[src/rtl/ad9280_scope_sample_packer.sv]
// ad9280_scope_sample_packer: packs 8-bit ADC samples four per 32-bit AXI4-Stream word, framed by TLAST.
// Define SAMPLE_PACKER_HEADER_EN to prefix every frame with a header beat.
module ad9280_scope_sample_packer #(
  parameter int ADC_DATA_WIDTH     = 8,
  parameter int SAMPLE_DEPTH_WIDTH = 16
) (
  input  logic                          adc_clk,
  input  logic                          adc_rst_n,
  input  logic                          start,
  input  logic                          abort,
  input  logic [SAMPLE_DEPTH_WIDTH-1:0] frame_len,
  input  logic                          in_valid,
  input  logic [31:0]                   in_data,
  output logic                          in_ready,
  output logic [31:0]                   m_axis_tdata,
  output logic [3:0]                    m_axis_tkeep,
  output logic                          m_axis_tvalid,
  output logic                          m_axis_tlast,
  input  logic                          m_axis_tready,
  output logic                          busy,
  output logic                          frame_done,
  output logic                          len_err,
  output logic                          aborted,
  output logic [7:0]                    frame_seq
);
  localparam logic [2:0] S_IDLE  = 3'd0;
  localparam logic [2:0] S_PACK  = 3'd1;
  localparam logic [2:0] S_FLUSH = 3'd2;
  localparam logic [2:0] S_DRAIN = 3'd3;
`ifdef SAMPLE_PACKER_HEADER_EN
  localparam logic [2:0] S_HDR   = 3'd4;
`endif

  logic [2:0]                    state;
  logic [SAMPLE_DEPTH_WIDTH-1:0] len_q, cnt, cnt_nx;
  logic [1:0]                    idx;
  logic [31:0]                   acc, word;
  logic                          take, beat, last_s, room;
  logic                          unused_in_hi;

  function automatic logic [3:0] lanes(input logic [1:0] n);
    return {n == 2'd3, n >= 2'd2, n != 2'd0, 1'b1};
  endfunction

  assign unused_in_hi = ^in_data[31:ADC_DATA_WIDTH];
  assign room     = !m_axis_tvalid || m_axis_tready;
  assign beat     = m_axis_tvalid && m_axis_tready;
  assign in_ready = (state == S_PACK) && !abort && room;
  assign take     = in_valid && in_ready;
  assign cnt_nx   = cnt + 1'b1;
  assign last_s   = cnt_nx == len_q;
  assign word     = acc | (32'(in_data[ADC_DATA_WIDTH-1:0]) << {idx, 3'b000});
  assign busy     = state != S_IDLE;

  always_ff @(posedge adc_clk or negedge adc_rst_n) begin
    if (!adc_rst_n) begin
      state         <= S_IDLE;
      len_q         <= '0;
      cnt           <= '0;
      idx           <= '0;
      acc           <= '0;
      m_axis_tdata  <= '0;
      m_axis_tkeep  <= '0;
      m_axis_tvalid <= 1'b0;
      m_axis_tlast  <= 1'b0;
      frame_done    <= 1'b0;
      len_err       <= 1'b0;
      aborted       <= 1'b0;
      frame_seq     <= '0;
    end else begin
      frame_done <= 1'b0;
      len_err    <= 1'b0;
      if (beat) m_axis_tvalid <= 1'b0;
      case (state)
        S_IDLE: if (start && !abort) begin
          if (frame_len == '0) len_err <= 1'b1;
          else begin
            len_q   <= frame_len;
            cnt     <= '0;
            idx     <= '0;
            acc     <= '0;
            aborted <= 1'b0;
`ifdef SAMPLE_PACKER_HEADER_EN
            m_axis_tdata  <= {8'hA5, frame_seq, 16'(frame_len)};
            m_axis_tkeep  <= 4'hF;
            m_axis_tlast  <= 1'b0;
            m_axis_tvalid <= 1'b1;
            state         <= S_HDR;
`else
            state <= S_PACK;
`endif
          end
        end
`ifdef SAMPLE_PACKER_HEADER_EN
        S_HDR: if (abort) begin
          aborted <= 1'b1;
          if (m_axis_tready) state <= S_IDLE;
          else begin
            m_axis_tlast <= 1'b1;
            state        <= S_DRAIN;
          end
        end else if (m_axis_tready) state <= S_PACK;
`endif
        S_PACK: if (abort) begin
          aborted <= 1'b1;
          // Partial lanes take priority for tlast; otherwise the pending beat closes the frame.
          if (idx != 2'd0) state <= S_FLUSH;
          else if (m_axis_tvalid && !m_axis_tready) begin
            m_axis_tlast <= 1'b1;
            state        <= S_DRAIN;
          end else state <= S_IDLE;
        end else if (take) begin
          cnt <= cnt_nx;
          if (idx == 2'd3 || last_s) begin
            m_axis_tdata  <= word;
            m_axis_tkeep  <= lanes(idx);
            m_axis_tlast  <= last_s;
            m_axis_tvalid <= 1'b1;
            acc           <= '0;
            idx           <= '0;
            if (last_s) state <= S_DRAIN;
          end else begin
            acc <= word;
            idx <= idx + 2'd1;
          end
        end
        S_FLUSH: if (room) begin
          m_axis_tdata  <= acc;
          m_axis_tkeep  <= lanes(idx - 2'd1);
          m_axis_tlast  <= 1'b1;
          m_axis_tvalid <= 1'b1;
          acc           <= '0;
          idx           <= '0;
          state         <= S_DRAIN;
        end
        S_DRAIN: begin
          if (abort) aborted <= 1'b1;
          if (beat && m_axis_tlast) begin
            frame_done <= !(aborted || abort);
            if (!(aborted || abort)) frame_seq <= frame_seq + 8'd1;
            state <= S_IDLE;
          end
        end
        default: state <= S_IDLE;
      endcase
    end
  end
endmodule

[config.mk]
export PLATFORM = sky130hd
export DESIGN_NAME = ad9280_scope_sample_packer
export DESIGN_NICKNAME = d
export VERILOG_FILES = /design/src/rtl/ad9280_scope_sample_packer.sv
export SDC_FILE = /design/constraint.sdc
export NUM_CORES = 1
export LEC_CHECK = 0
export CORE_MARGIN = 3
export CORE_UTILIZATION = 40
export DETAILED_ROUTE_END_ITERATION = 10
export GPL_TIMING_DRIVEN = 1
export PLACE_DENSITY = 0.66
export SYNTH_ARGS = -nofsm -noshare
export SYNTH_HDL_FRONTEND = slang
export SYNTH_SLANG_ARGS = --single-unit
[constraint.sdc]
create_clock -name adc_clk -period 2.9 [get_ports adc_clk]
set_clock_uncertainty 0.15 [all_clocks]
set_input_delay 0.725 -clock adc_clk [delete_from_list [all_inputs] [get_ports adc_clk]]
set_output_delay 0.725 -clock adc_clk [all_outputs]
set_load 0.1 [all_outputs]
==> results.md <==
* Worst-path fanout max at 8
* Clk buf depth at 2
* DRT met1 WL at around 6600 µm
* Routed WL at roughly 15000 µm
* Placeable core area at ~14000 µm²
* Final worst path period share at a little under 100%
* FFs w/ async S/R, synth at between 90% and 100%
* FILL cells at 1213
* Die width at approximately 130 µm
* Net switching power at 5.11 mW
* Tot Pwr at about 11 mW
* Num CTS Buffers at 17
* Hold Slack at about 170 ps
* Syn_area_per_cell at 10.1 µm²
* Initial antenna violation count at 0
* Sw frac at 48.6%
* Worst Path Required at approximately 3100 ps
* Top routing layer in use: met4
* Placed Cells at between 800 and 900
* Critical path class: reg2reg
* Count of cell types in the netlist at 61
* Worst-case reg-to-reg path depth at 9
* Clk pwr share at a little under a fifth
* H-tree depth at 4
* Post-route ant nets at 0
* Synth top area share at between 40% and 50%
* Synth Net Count at between 600 and 700
* Post-layout net count at between 700 and 800
* Synthesis warning total at 0
* Via/cell ratio at 5.28
* Share of layout cells above drive strength 1 at ~30%
* Clk sinks at 117
* Met2 wire len at 7210 µm
* Clk root buf: clkbuf_16
* Final cell count without fillers at 922
* Status: complete, no violations
* Combinational power share at between 50 and 60%
* Initial Util at 41.9%
* Hpwl dp at 10200 µm
* WL met3 at ~650 µm
* P per Cell Area at approximately 1300 nW/µm²
* Critical Path Start Type: flop
* WL per Instance at ~16 µm
* Relative slew slack at 57.1%
* CTS Hold Bufs at 0
* Hold Path Class: in2async
* TritonCTS clock tree: done
* Clk pin slew, worst setup/hold paths at ~60 ps
* Worst Max-Slew Pin Slew at 641 ps
* Initial drt markers at ~300
* Number of setup violations in the final report at 0
* # Max-Cap Violations at 0
* Int Pwr at between 5 and 6 mW
* Register share of total power at a little over a quarter
* Full die area at between 15000 and 20000 µm²
* Antenna Cells at 0
* Post-synth EDFFs at 0
* Vert. Die Dim at ~130 µm
* R2r endpoint: state[0]
* Yosys reg bits at 117
* Placer Congestion at just under 0.9
* Ys flop type: dfrtp_1
* Register-to-register setup slack at approximately 65 ps
* RR Startpoint: cnt[1]
* Buffers on Ports at 80
* Largest net degree at the start of global routing at 85
* P&R area growth vs syn at 35.5%
* Later-pin clock latency in the skew report at between 400 and 500 ps
* All-layer global routing usage at 18.4%
* First-pass GRT wire length at ~24000 µm
* Row cnt at 43
* Area leader, netlist: dfrtp_1
* Unrepaired setup endpoints after global routing: yes
* Critical Path Sink Type: flop
* Number of global-route vias before repair at 4923
* Minimum clock period at between 2000 and 3000 ps
* P_leak at about 3.7 nW
* Total iterations of the first detailed-routing run at 5
* Max-slew violations at 0
* Post-synthesis cell count at 592
* Setup TNS at 0 ps
* VDD IR max at approximately 0.85 mV
* Mapped cell area at 5950 µm²
* Fin area at just over 8000 µm²
* Synth area leaders: dfrtp_1 49%, a21oi_1 7.0%, mux2i_1 6.2%
* I/O pin count at ~110
* Final Hold Viols at 0
* Routed via count at just under 5000
* GR Overflow Total at 0
* Sequential fraction of the synthesis area at 49.2%
* Drc violations at 0
* Area after DPL at approximately 7300 µm²
* Highest Clock Rate at 353 MHz
* WP data arrival at approximately 3000 ps
==> cell usage in the layout (no fill, tap or decap), drive strengths merged, types with 2 or more instances in the layout <==
master	synthesis	final
clkdlybuf4s50	0	28
mux2i	37	37
or3	3	3
clkinvlp	0	5
buf	23	126
or3b	2	2
nor3	18	18
mux2	23	23
nor4	10	10
a22o	7	7
a21oi	84	84
nand3	15	15
o211ai	2	2
xnor2	19	19
xor2	10	10
or2	2	2
dfrtp	117	117
a21o	2	2
nand2	33	33
nand4	10	10
nor4b	2	2
nor2	50	50
ha	12	12
o21ai	20	20
nor2b	3	3
nand2b	7	7
clkbuf	14	20
or4	2	2
and3	2	2
clkinv	0	6
a21boi	2	2
inv	41	43
o22ai	2	2
==> power groups by stage <==
stage               clock network, mW  logic, mW  registers, mW
global placement                    0       5.47           2.72
finish                           1.92       5.88           2.74
detailed placement                  0       5.58           2.74
floorplan                           0       2.50           4.32
global route                     2.02       6.28           2.82
CTS                              1.94       5.65           2.72
==> per-stage QoR <==
step,setup WS [ps],utilization (%)
6_report,65.3,56.8
5_1_grt,-59.4,56.8
4_1_cts,14.2,55.4
3_5_place_dp,-606,51.3
3_3_place_gp,-434,51.3
2_1_floorplan,-61.9,-
==> critical path, cell delays in order, from the launching register on <==
cell and delay (ps):
dfrtp_1 400, buf_4 160, nand3_4 140, nor4_4 300, buf_4 160, mux2i_1 170
a22oi_1 150, or4_4 570, a21oi_4 170, mux2_2 340
==> timing repair <==
action / CTS / global route
gates resized for setup: 7 / 29
pin swaps: 0 / 9
gates cloned: 0 / 1
endpoints found under the setup margin: 21 / 60
buffers inserted: 0 / 5
==> state kept, by name, summed over array words and instances (netlist names) <==
register	flops
m_axis_tlast	1
state	2
m_axis_tvalid	1
aborted	1
idx	2
m_axis_tkeep	4
len_q	16
frame_seq	8
len_err	1
m_axis_tdata	32
cnt	16
frame_done	1
acc	32
==> cells in the mapped netlist, types with 2 or more instances <==
| master | number |
|---|---|
| and3_1 | 2 |
| nor2_1 | 50 |
| o22ai_1 | 2 |
| buf_2 | 7 |
| nand4_1 | 9 |
| xor2_1 | 10 |
| ha_1 | 12 |
| nand2b_1 | 7 |
| buf_12 | 3 |
| or4_1 | 2 |
| nor3_1 | 18 |
| mux2i_1 | 37 |
| or3_1 | 3 |
| mux2_4 | 3 |
| o211ai_1 | 2 |
| nand3_1 | 14 |
| buf_4 | 3 |
| inv_1 | 41 |
| dfrtp_1 | 117 |
| a21oi_1 | 83 |
| a21o_1 | 2 |
| a22o_1 | 7 |
| buf_1 | 9 |
| nand2_1 | 33 |
| nor2b_1 | 3 |
| o21ai_0 | 19 |
| xnor2_1 | 19 |
| nor4_1 | 9 |
| clkbuf_1 | 14 |
| mux2_2 | 20 |
| a21boi_0 | 2 |
==> per-layer routing <==
| metal | track usage (%) | up-vias |
|---|---|---|
| li1 | - | 2335 |
| met1 | 24.1 | 2389 |
| met2 | 30.0 | 117 |
| met3 | 4.33 | 23 |
| met4 | 6.18 | 0 |
| met5 | 0 | - |
==> final cells by class <==
type | count | area [µm²] | area share [%]
repair buffers | 155 | 1380 | 17.0
clock inverters | 13 | 101 | 1.26
well taps | 180 | 225 | 2.79
inverters | 41 | 158 | 1.95
flip-flops and latches | 117 | 2930 | 36.4
multi-input cells | 397 | 2830 | 35.1
clock buffers | 19 | 443 | 5.49
==> kinds of logic after synthesis <==
| logic type | share of synthesized area (%) |
|---|---|
| xor gates and xnor gates | 4.27 |
| buffers and inverters | 6.20 |
| muxes | 10.8 |
| and+or+nand+nor | 14.2 |
| AOI/OAI and AO/OA | 12.9 |
| DFF | 49.2 |
| adders and majority gates | 2.52 |
==> how the worst max path moves through the flow <==
stage	startpoint	endpoint	slack, ps	depth (start not counted)
2_1_floorplan	m_axis_tvalid	acc[0]	-60	8
3_3_place_gp	frame_len[6]	acc[1]	-430	8
3_5_place_dp	m_axis_tready	acc[2]	-610	8
4_1_cts	abort	in_ready	10	6
5_1_grt	cnt[2]	m_axis_tdata[19]	-60	11
6_report	cnt[1]	state[0]	70	9
Power figures use the tool's default switching activity.
